--- src/rtl/instr_prefetch_buffer.sv ---
// Sequential instruction prefetcher: ROM strobe/address generation, tagged FIFO, valid/ready to core.
// Optional PREFETCH_PERF_EN adds perf_discard_cnt, the number of words thrown away by redirects.
module instr_prefetch_buffer #(
  parameter int          ADDR_WIDTH = 15,
  parameter int          DATA_WIDTH = 32,
  parameter int          DEPTH      = 4,
  parameter logic [31:0] RESET_PC   = 32'h0000_0000
) (
  input  logic                  clk,
  input  logic                  rst_n,
  output logic                  rom_stb,
  output logic [ADDR_WIDTH-1:0] rom_addr,
  input  logic [DATA_WIDTH-1:0] rom_data,
  input  logic                  rom_ack,
  input  logic                  redirect_valid,
  input  logic [31:0]           redirect_pc,
  output logic                  if_valid,
  input  logic                  if_ready,
  output logic [31:0]           if_pc,
  output logic [DATA_WIDTH-1:0] if_instr
`ifdef PREFETCH_PERF_EN
  ,
  output logic [15:0]           perf_discard_cnt
`endif
);

  localparam int PW = $clog2(DEPTH);
  localparam int CW = $clog2(DEPTH + 1);

  logic [31:0]           fetch_pc;
  logic [31:0]           inflight_pc;
  logic                  inflight;
  logic [PW-1:0]         rd_ptr;
  logic [PW-1:0]         wr_ptr;
  logic [CW-1:0]         count;
  logic [31:0]           mem_pc   [DEPTH];
  logic [DATA_WIDTH-1:0] mem_data [DEPTH];
  logic [CW:0]           occupancy;
  logic                  push;
  logic                  pop;
  logic                  unused_redirect_lsbs;

  // Credits: buffered words plus the one outstanding read may never exceed the FIFO size.
  assign occupancy = {1'b0, count} + (CW+1)'(inflight);
  assign rom_stb   = rst_n && !redirect_valid && (occupancy < (CW+1)'(DEPTH));
  assign rom_addr  = fetch_pc[ADDR_WIDTH-1:0];

  assign push = rom_ack && inflight && !redirect_valid;
  assign pop  = if_valid && if_ready && !redirect_valid;

  assign if_valid = (count != '0);
  assign if_pc    = if_valid ? mem_pc[rd_ptr]   : '0;
  assign if_instr = if_valid ? mem_data[rd_ptr] : '0;

  assign unused_redirect_lsbs = ^redirect_pc[1:0];

  // NOTE: storage has no reset; outputs are masked by if_valid, so stale contents never escape.
  always_ff @(posedge clk) begin
    if (push) begin
      mem_pc[wr_ptr]   <= inflight_pc;
      mem_data[wr_ptr] <= rom_data;
    end
  end

  // NOTE: non-blocking assignments throughout, so every term reads the pre-edge value.
  always_ff @(posedge clk or negedge rst_n) begin
    if (!rst_n) begin
      fetch_pc    <= RESET_PC;
      inflight_pc <= '0;
      inflight    <= 1'b0;
      rd_ptr      <= '0;
      wr_ptr      <= '0;
      count       <= '0;
    end else if (redirect_valid) begin
      fetch_pc <= {redirect_pc[31:2], 2'b00};
      inflight <= 1'b0;
      rd_ptr   <= '0;
      wr_ptr   <= '0;
      count    <= '0;
    end else begin
      inflight <= rom_stb;
      if (rom_stb) begin
        inflight_pc <= fetch_pc;
        fetch_pc    <= fetch_pc + 32'd4;
      end
      if (push) wr_ptr <= wr_ptr + 1'b1;
      if (pop)  rd_ptr <= rd_ptr + 1'b1;
      case ({push, pop})
        2'b10:   count <= count + 1'b1;
        2'b01:   count <= count - 1'b1;
        default: count <= count;
      endcase
    end
  end

`ifdef PREFETCH_PERF_EN
  logic [16:0] perf_sum;

  // Discarded words = buffered entries plus a read landing in the redirect cycle.
  assign perf_sum = {1'b0, perf_discard_cnt} + 17'(count) + 17'(rom_ack && inflight);

  always_ff @(posedge clk or negedge rst_n) begin
    if (!rst_n) begin
      perf_discard_cnt <= '0;
    end else if (redirect_valid) begin
      perf_discard_cnt <= perf_sum[16] ? 16'hFFFF : perf_sum[15:0];
    end
  end
`endif

endmodule

--- config.mk ---
export PLATFORM = sky130hd
export DESIGN_NAME = instr_prefetch_buffer
export DESIGN_NICKNAME = d
export VERILOG_FILES = /design/src/rtl/instr_prefetch_buffer.sv
export SDC_FILE = /design/constraint.sdc
export NUM_CORES = 1
export LEC_CHECK = 0
export CAP_MARGIN = 20
export CORE_UTILIZATION = 56
export DETAILED_ROUTE_END_ITERATION = 7
export GPL_TIMING_DRIVEN = 1
export PLACE_DENSITY_LB_ADDON = 0.05
export SLEW_MARGIN = 20
export SYNTH_ARGS = -nofsm -noshare
export SYNTH_HDL_FRONTEND = slang
export SYNTH_SLANG_ARGS = --single-unit
--- constraint.sdc ---
create_clock -name clk -period 7.1 [get_ports clk]
set_input_delay 1.42 -clock clk [delete_from_list [all_inputs] [get_ports clk]]
set_output_delay 1.42 -clock clk [all_outputs]
set_load 0.005 [all_outputs]
; After elaboration in Yosys (flattened, before gate mapping)
; Memories as Yosys holds them, arrays and structs flattened.
; Index checks and enable logic that the tools add are counted.
[op_classes]
eq_ne = 2
n_bitwise = 1
addsub = 6
n_reduce_logical = 13
n_lt_le_gt_ge = 1
muxes = 13
[ops]
columns = cell, count
row1 = $mux W32, 4
row2 = $add A32 B3 Y32 const B, 1
row3 = $mux W2, 4
row4 = $logic_and A1 B1 Y1, 6
row5 = $pmux W3 S2, 1
row6 = $reduce_bool A2 Y1, 3
row7 = $reduce_bool A3 Y1, 2
row8 = $add A2 B1 Y2 const B, 2
row9 = $add A3 B1 Y4, 1
row10 = $lt A4 B3 Y1 const B, 1
row11 = $add A3 B1 Y3 const B, 1
row12 = $mux W1, 3
row13 = $mux W3, 1
row14 = $sub A3 B1 Y3 const B, 1
row15 = $eq A2 B1 Y1 const B, 1
row16 = $eq A2 B2 Y1 const B, 1
row17 = $reduce_and A2 Y1, 1
row18 = $logic_not A1 Y1, 1
row19 = $not A1 Y1, 1
[word_totals]
out_inout_bits = 81
word_cells = 44
register_bits = 72
input_bits = 69
memories = 2
ram_bits = 256
[mem_list]
columns = name, depth, word_bits, read_ports, rd_clocked_by_memory_dff, write_ports, line_no
row1 = mem_data, 4, 32, 1, 0, 1, 37  ; logic [DATA_WIDTH-1:0] mem_data [DEPTH];
row2 = mem_pc, 4, 32, 1, 0, 1, 36  ; logic [31:0] mem_pc [DEPTH];

; Depth between registers and ports, before layout
; Gate-level depths: netlist of run 1.
[logic_depth]
word_depth = 6
mapped_depth = 8
ltp_nobuf = 6

; Least setup slack after synthesis of run 1
; No wires, ideal clock.
[synth_timing]
kind = input to register
from = input redirect_valid
to = memory mem_data[0][0] (enable)
arrival_ns = 6.550
setup_slack_ns = -0.021
path_buffers = 3
t_required_ns = 6.529
cell_stages = 4
setup_time_ns = 0.571
cell_sequence = buf_2 -> buf_1 -> clkbuf_1 -> nor3b_1
[synth_via]
elab_chain_cells = 4
[synth_lines]
columns = item, line_no
row1 = start: declaration, 15  ; input logic redirect_valid,
row2 = $logic_not A1 Y1, 48  ; assign push = rom_ack && inflight && !redirect_valid;
row3 = $logic_and A1 B1 Y1, 48
row4 = $mux W1, 59  ; if (push) begin
row5 = $mux W1 (not written as such), 61  ; mem_data[wr_ptr] <= rom_data;
row6 = end: declaration, 37
; Every way passes these cells.

; Worst setup path after layout of run 1
[layout_timing]
from = input redirect_valid
to = output rom_stb
[layout_via]
elab_chain_cells = 3
[layout_lines]
columns = item, line_no
row1 = $logic_not A1 Y1, 45  ; assign rom_stb = rst_n && !redirect_valid && (occupancy < (CW+1)'(DEPTH));
row2 = $logic_and A1 B1 Y1 (2 in series), 45
row3 = end: declaration, 11  ; output logic rom_stb,
; Every way passes these cells.

==> flow_summary.json, run 1 <==
{
  "drv_slew": 0,
  "yosysSeqAreaShare": 0.699,
  "grt_max_degree": 72,
  "ys.flop_type": "edfxtp_1",
  "grt_pass1_vias": 7641,
  "clock_path_buffers": 3,
  "worstSkewPairLatency_ps": 500,
  "fin_crit_sh": 0.660,
  "cts_buffers": 34,
  "min_to": "mem_pc[3][21]",
  "fillers": 1544,
  "min_from": "inflight_pc[21]",
  "synth_seq_cells": 316,
  "critPathMaxFanout": 54,
  "grt_pass1_wl_um": 41300,
  "hold_violations": 0,
  "setup_slack_ps": 2410,
  "cts_tree": "yes",
  "path_buf_inv": 4,
  "path_cells": "clkdlybuf4s50_1 > buf_4 > nor3b_2 > nand2_2 > clkinv_1 > clkdlybuf4s50_1",
  "synth-async-reset-ratio": 0.215,
  "preCtsSetupSlack_ps": 2420,
  "path_delay_family": "buffers and inverters",
  "crit_cells": 6,
  "initial_utilization": 0.574,
  "outcome": "complete, no violations",
  "clock-sinks": 316,
  "netlist_area_um2": 13100,
  "wl_um": 26200,
  "drc": 0,
  "rsz0062_at_grt": "false",
  "post-cts-setup-buffers": 0,
  "die_area_um2": 24000,
  "synth_edf_count": 248,
  "power.density_nw_per_um2": 327,
  "vias": 7534,
  "power_mw": 5.19,
  "ys_warn_count": 0,
  "synthCells": 814,
  "hpwl_um": 15800,
  "critPathSlowestCell": "clkdlybuf4s50_1",
  "leakagePower_nw": 5.51,
  "via_per_inst": 5.85,
  "core-area_um2": 22800,
  "ys_types": 61,
  "multiInputGateArea_um2": 3610,
  "antenna_found_initial": 0,
  "antennaDiodeCount": 0,
  "crit_type": "in -> out",
  "cts.reportedPaths.clkPinSlew_ps": 60,
  "post-route-min-period_ps": 4690,
  "drive_gt1_frac": 0.148,
  "layout_common_cells": "edfxtp_1, clkdlybuf4s50_1, nand2_1, and2_1, dfrtp_1",
  "htree_levels": 2,
  "gp_congestion": 0.895,
  "syn_avg_cell_area_um2": 16.1,
  "nets": 1025,
  "clockRootBuffer": "clkbuf_16",
  "postLayoutCellArea_um2": 15900,
  "drt-initial-drc-count": 494,
  "holdBufCountCts": 0,
  "slowest_delay_ps": 490,
  "antenna_left": 0,
  "setup_viol": 0,
  "seq_area_um2": 9150,
  "tightest_slew_ps": 923,
  "rr_startpoint": "count[2]",
  "reg2reg_to": "fetch_pc[28]",
  "cp-start-kind": "primary input",
  "endpoint_kind": "primary output",
  "track_usage": 0.226,
  "r2r_slack_ps": 4680,
  "wl_per_cell_um": 20.3,
  "ir_drop_mv": 0.206,
  "worstPathArrival_ps": 3270,
  "placementRows": 55,
  "dpl_cell_area_um2": 14700,
  "detail_route.first_pass.iterations": 5,
  "area_growth_pct": 21.4,
  "cap_violations": 0,
  "fin_skew_ps": 14.1,
  "ff2ff_path_depth": 5,
  "ctsResizeCount": 0,
  "io-pin-count": 150,
  "holdWs_ps": 509,
  "port_buffers": 143,
  "layout_commonest_cell": "edfxtp_1",
  "max_clock_freq_mhz": 213,
  "required_ps": 5680,
  "die_w_um": 155,
  "hold_class": "reg -> reg",
  "cpMostUsedCell": "clkdlybuf4s50_1",
  "overflow": 0,
  "die_height_um": 155,
  "slew_headroom": 0.385,
  "hold_path_depth": 0
}
[power breakdown]
part / total (mW) / internal [mW] / switching [mW] / leakage, nW
combinational: 1.15 / 0.691 / 0.460 / 1.88
sequential: 2.31 / 2.15 / 0.160 / 3.10
clock: 1.73 / 1.06 / 0.666 / 0.535
total: 5.19 / 3.90 / 1.29 / 5.51
[how the worst max path moves through the flow]
stage                         startpoint        endpoint
final                     redirect_valid         rom_stb
after global routing      redirect_valid         rom_stb
after CTS                      rd_ptr[0]       if_pc[31]
after detailed placement  redirect_valid         rom_stb
after global placement    redirect_valid         rom_stb
after floorplan           redirect_valid  mem_data[0][0]
[state kept, by name (all words and copies together), names as in the netlist]
signal       cells
count            3
fetch_pc        30
inflight         1
inflight_pc     30
mem_data       128
mem_pc         120
rd_ptr           2
wr_ptr           2
[through the flow]
step / setup TNS (ps) / utilization / cells
3_3_place_gp: 0 / 0.647 / 1226
5_1_grt: 0 / 0.697 / 1288
2_1_floorplan: -5290 / - / 817
6_report: 0 / 0.697 / 1288
4_1_cts: 0 / 0.696 / 1287
3_5_place_dp: 0 / 0.647 / 1226
[Yosys cell counts (5+ instances only)]
library cell  number  area, um2
and2_1            66        413
nand4_1            9       56.3
o211ai_1           6       45.0
edfxtp_1         248       7450
mux4_2            62       1400
o21ai_0           11       55.1
buf_2             12       60.1
nand3_1           24        120
a21oi_1            7       35.0
clkbuf_1          29        109
a22oi_1            8       60.1
and4_1             5       43.8
buf_4             17        128
nand2_1          107        402
nor3_1             8       40.0
dfrtp_1           68       1700
ha_1               5       62.6
nor3b_1            5       37.5
nor2_1            11       41.3
inv_1             10       37.5
a31oi_1            7       43.8
o311ai_0          13        114
a221o_1            5       50.1
or4_1              7       52.6
[logic make-up (layout without fill, tap and decap cells)]
family / after synthesis / in the layout / synth area share
multiplexers: 66 / 66 / 0.110
other: 1 / 4 / 0.000287
flip-flops: 316 / 316 / 0.699
AND/OR/NAND/NOR: 273 / 273 / 0.112
XOR/XNOR: 6 / 6 / 0.00402
adder cells (fa/ha/maj): 6 / 6 / 0.00631
buffers and inverters: 74 / 232 / 0.0274
AO/OA/AOI/OAI: 72 / 72 / 0.0404
[layer usage]
layer	vias up	track usage	wire length, um
met1	3838	0.318	11400
met2	260	0.368	12800
met4	0	0.0632	384
met3	35	0.0401	1630
met5	-	0	0
li1	3401	-	-
[area by class of cell]
cell class,count,share of cell area
Timing Repair Buffer,160,0.0991
Inverter,11,0.00260
Sequential cell,316,0.577
Multi-Input combinational cell,427,0.228
Tap cell,313,0.0247
Clock inverter,17,0.0114
Clock buffer,44,0.0579
(Power assumes the default switching activity.)
==> run 2, diff against run 1 <==
--- a/config.mk
+++ b/config.mk
@@ -6,7 +6,7 @@
 export NUM_CORES = 1
 export LEC_CHECK = 0
 export CAP_MARGIN = 20
-export CORE_UTILIZATION = 56
+export CORE_UTILIZATION = 51
 export DETAILED_ROUTE_END_ITERATION = 7
 export GPL_TIMING_DRIVEN = 1
 export PLACE_DENSITY_LB_ADDON = 0.05
==> constraint.sdc (replaced) <==
create_clock -name clk -period 4.3 [get_ports clk]
set_input_delay 0.86 -clock clk [delete_from_list [all_inputs] [get_ports clk]]
set_output_delay 0.86 -clock clk [all_outputs]
set_load 0.005 [all_outputs]
==> run 2 against run 1 <==
Final cell count up 0.93%. Sequential share of layout area up 0.22 points. Power up 61%.
==> flow_summary.json, run 2 (same netlist as run 1, synthesis figures left out) <==
{
  "outcome": "complete, no violations",
  "die_area_um2": 26300,
  "fin_skew_ps": 13.3,
  "tightest_slew_ps": 685,
  "setup_viol": 0,
  "fin_crit_sh": 0.867,
  "hold_class": "in -> async",
  "clock_path_buffers": 3,
  "drc": 0,
  "die_height_um": 162,
  "antenna_found_initial": 0,
  "antenna_left": 0,
  "io-pin-count": 150,
  "hpwl_um": 16100,
  "grt_pass1_wl_um": 43000,
  "path_cells": "buf_12 > mux4_2 > and2_1 > clkdlybuf4s50_1",
  "track_usage": 0.213,
  "cts_buffers": 31,
  "ir_drop_mv": 0.419,
  "nets": 1021,
  "area_growth_pct": 20.9,
  "postLayoutCellArea_um2": 15800,
  "vias": 7558,
  "endpoint_kind": "primary output",
  "wl_per_cell_um": 20.7,
  "critPathSlowestCell": "dfrtp_4",
  "layout_commonest_cell": "edfxtp_1",
  "grt_pass1_vias": 7751,
  "required_ps": 3440,
  "cts.reportedPaths.clkPinSlew_ps": 60,
  "regMostFlops": "mem_data",
  "grt_max_degree": 65,
  "cp-start-kind": "register",
  "htree_levels": 1,
  "leakagePower_nw": 5.48,
  "gp_congestion": 0.868,
  "slew_headroom": 0.543,
  "cts_tree": "yes",
  "drive_gt1_frac": 0.147,
  "critPathMaxFanout": 30,
  "drv_slew": 0,
  "power_mw": 8.34,
  "cap_violations": 0,
  "reg_top3": "mem_data: 128 flops, mem_pc: 120 flops",
  "layout_common_cells": "edfxtp_1, clkdlybuf4s50_1, nand2_1, and2_1, dfrtp_1",
  "placementRows": 58,
  "rsz0062_at_grt": "false",
  "post-cts-setup-buffers": 0,
  "antennaDiodeCount": 0,
  "dpl_cell_area_um2": 14800,
  "worstSkewPairLatency_ps": 560,
  "clockRootBuffer": "clkbuf_16",
  "holdBufCountCts": 0,
  "drt-initial-drc-count": 523,
  "max_clock_freq_mhz": 268,
  "crit_type": "reg -> out",
  "power.density_nw_per_um2": 527,
  "post-route-min-period_ps": 3730,
  "ctsResizeCount": 0,
  "overflow": 0,
  "worstPathArrival_ps": 2870,
  "via_per_inst": 5.81,
  "initial_utilization": 0.519,
  "core-area_um2": 25200,
  "detail_route.first_pass.iterations": 5,
  "port_buffers": 143,
  "clock-sinks": 316,
  "die_w_um": 162,
  "hold_violations": 0,
  "fillers": 1836,
  "largest_reg_flops": 128,
  "slowest_delay_ps": 800,
  "wl_um": 26900
}
[run 2: area by class of cell]
type	instances	area [um2]	area share
Clock buffer	46	852	0.0539
Timing Repair Buffer	159	1580	0.0998
Sequential cell	316	9150	0.579
Clock inverter	11	136	0.00862
Inverter	11	41.3	0.00261
Multi-Input combinational cell	427	3640	0.230
Tap cell	330	413	0.0261
[run 2: routing by layer]
metal  share of wire  vias to the layer above  track usage
met3           0.058                       37       0.0324
met2            0.49                      257        0.352
met1            0.44                     3864        0.299
met4           0.014                        0       0.0527
li1                -                     3400            -
met5               0                        -            0
[run 2: final timing paths]
path / start / to / slack (ps) / cells after the start
setup / recovery: rd_ptr[0] / if_pc[19] / 570 / 4
hold / removal: rst_n / fetch_pc[14] / 360 / 2
setup reg to reg: count[2] / fetch_pc[25] / 1910 / 5
hold reg to reg: inflight_pc[22] / mem_pc[2][22] / 510 / 0
max in group asynchronous: rst_n / rd_ptr[0] / 2970 / 3
min in group clk: inflight_pc[22] / mem_pc[2][22] / 510 / 0
[run 2: worst max-delay path, delay by kind of cell (launching register included)]
| family | cells | cell delay [ps] |
|---|---|---|
| muxes | 1 | 520 |
| and+or+nand+nor | 1 | 200 |
| DFF | 1 | 800 |
| buffers and inverters | 2 | 790 |
[run 2: stage by stage]
stage	TNS (ps)	util	worst slack (ps)	std cells	hold slack, ps
2_1_floorplan	-19150	-	-77.2	817	474
3_3_place_gp	0	0.589	1090	1243	489
3_5_place_dp	0	0.589	1080	1243	502
4_1_cts	0	0.628	458	1300	351
5_1_grt	0	0.628	368	1300	369
6_report	0	0.628	570	1300	361
[run 2: power by group]
part / switching (mW) / internal, mW
clock: 1.08 / 1.55
combinational: 0.746 / 1.14
sequential: 0.276 / 3.56
==> run 3, diff against run 2 <==
--- a/config.mk
+++ b/config.mk
@@ -5,11 +5,13 @@
 export SDC_FILE = /design/constraint.sdc
 export NUM_CORES = 1
 export LEC_CHECK = 0
+export ABC_CLOCK_PERIOD_IN_PS = 4300
 export CAP_MARGIN = 20
 export CORE_UTILIZATION = 51
 export DETAILED_ROUTE_END_ITERATION = 7
 export GPL_TIMING_DRIVEN = 1
 export PLACE_DENSITY_LB_ADDON = 0.05
+export REMOVE_ABC_BUFFERS = 1
 export SLEW_MARGIN = 20
 export SYNTH_ARGS = -nofsm -noshare
 export SYNTH_HDL_FRONTEND = slang
==> run 3 against run 2 <==
Sequential cell count is the same. Largest power group unchanged. Final cell count increased by 0.54%. Maximum frequency shrank 0.12%. Utilization increased by 0.23 points.
==> flow_summary.json, run 3 (same netlist as run 1, synthesis figures left out) <==
{
  "cts_buffers": 34,
  "grt_max_degree": 64,
  "antenna_left": 0,
  "critPathMaxFanout": 41,
  "die_w_um": 162,
  "setup_viol": 0,
  "leakagePower_nw": 5.50,
  "fillers": 1795,
  "holdBufCountCts": 0,
  "grt_pass1_vias": 7755,
  "die_area_um2": 26300,
  "gp_congestion": 0.836,
  "ir_drop_mv": 0.341,
  "area_growth_pct": 21.3,
  "port_buffers": 143,
  "nets": 1027,
  "wl_um": 26700,
  "grt_pass1_wl_um": 42100,
  "post-route-min-period_ps": 3730,
  "clockRootBuffer": "clkbuf_16",
  "ctsResizeCount": 0,
  "worstSkewPairLatency_ps": 500,
  "instances_no_fill": 1307,
  "power.density_nw_per_um2": 534,
  "io-pin-count": 150,
  "via_per_inst": 5.78,
  "crit_type": "reg -> out",
  "critPathSlowestCell": "or3_2",
  "placed_cells": 1246,
  "required_ps": 3440,
  "fin_crit_sh": 0.868,
  "initial_utilization": 0.519,
  "antennaDiodeCount": 0,
  "overflow": 0,
  "rr_startpoint": "count[2]",
  "crit_start": "count[1]",
  "regMostFlops": "mem_data",
  "postLayoutCoreUtil": 0.630,
  "path_cells": "or3_2 > buf_4 > and2_1 > clkdlybuf4s50_1",
  "drv_slew": 0,
  "endpoint_kind": "primary output",
  "clock-sinks": 316,
  "hpwl_um": 15700,
  "reg_top3": "mem_data: 128 flops, mem_pc: 120 flops",
  "worstPathArrival_ps": 2870,
  "cts.reportedPaths.clkPinSlew_ps": 60,
  "wl_per_cell_um": 20.4,
  "drt-initial-drc-count": 530,
  "cp-start-kind": "register",
  "layout_commonest_cell": "edfxtp_1",
  "slowest_delay_ps": 880,
  "cap_violations": 0,
  "vias": 7553,
  "clock_path_buffers": 3,
  "rsz0062_at_grt": "false",
  "fin_skew_ps": 11.1,
  "cts_tree": "yes",
  "drive_gt1_frac": 0.154,
  "tightest_slew_ps": 1020,
  "placementRows": 58,
  "core-area_um2": 25200,
  "htree_levels": 2,
  "max_clock_freq_mhz": 268,
  "layout_common_cells": "edfxtp_1, clkdlybuf4s50_1, nand2_1, and2_1, dfrtp_1",
  "hold_violations": 0,
  "outcome": "complete, no violations",
  "track_usage": 0.210,
  "die_height_um": 162,
  "largest_reg_flops": 128,
  "slew_headroom": 0.318,
  "hold_class": "in -> async",
  "antenna_found_initial": 0,
  "detail_route.first_pass.iterations": 5,
  "drc": 0,
  "post-cts-setup-buffers": 0
}
## run 3: cell types whose count changed in the layout (fill, tap and decap cells not counted), sizes merged
cell | previous run | this run
buf | 18 | 21
bufinv | 3 | 1
clkbuf | 46 | 49
clkinv | 8 | 9
clkinvlp | 0 | 1
inv | 11 | 12
## run 3: path summary, 6_finish.rpt
path                                      end  slack (ps)  cells after the start
max in group asynchronous           rd_ptr[1]        2910                      3
worst max-delay path                if_pc[14]         570                      4
worst min register to register  mem_pc[2][21]         510                      0
worst min-delay path              fetch_pc[9]         360                      2
min in group clk                mem_pc[2][21]         510                      0
worst max register to register   fetch_pc[25]        1960                      6
## run 3: through the flow
| stage | worst slack, ps | area, um2 | hold WS (ps) | power, mW | TNS [ps] |
|---|---|---|---|---|---|
| 3_5_place_dp | 1070 | 14800 | 496 | 5.85 | 0 |
| 3_3_place_gp | 1070 | 14800 | 485 | 5.80 | 0 |
| 2_1_floorplan | -1920 | 12800 | 474 | 4.78 | -475910 |
| 6_report | 566 | 15900 | 364 | 8.48 | 0 |
| 4_1_cts | 513 | 15900 | 346 | 8.59 | 0 |
| 5_1_grt | 432 | 15900 | 359 | 8.88 | 0 |
## run 3: final cells by class
type                            count  area [um2]  area share
Sequential cell                   316        9160       0.577
Multi-Input combinational cell    427        3610       0.227
Timing Repair Buffer              162        1600       0.101
Clock buffer                       49         958      0.0604
Tap cell                          330         413      0.0260
Clock inverter                     12        91.3     0.00575
Inverter                           11        41.3     0.00260
## run 3: critical path: cells and delay by family (launching register included)
family | cells | cell delay [ps]
simple gates | 2 | 1080
buf+inv | 2 | 830
flops | 1 | 450
## run 3: layer usage
metal | global-route usage | wire, um | vias to the layer above
met5 | 0 | 0 | -
met3 | 0.0375 | 1490 | 34
met1 | 0.288 | 11400 | 3860
met2 | 0.346 | 13400 | 251
met4 | 0.0600 | 352 | 0
li1 | - | - | 3408
## run 3: where the power goes
| part | switching (mW) | total [mW] | internal, mW |
|---|---|---|---|
| Clock | 1.12 | 2.73 | 1.61 |
| Combinational | 0.766 | 1.91 | 1.15 |
| Sequential | 0.279 | 3.84 | 3.56 |
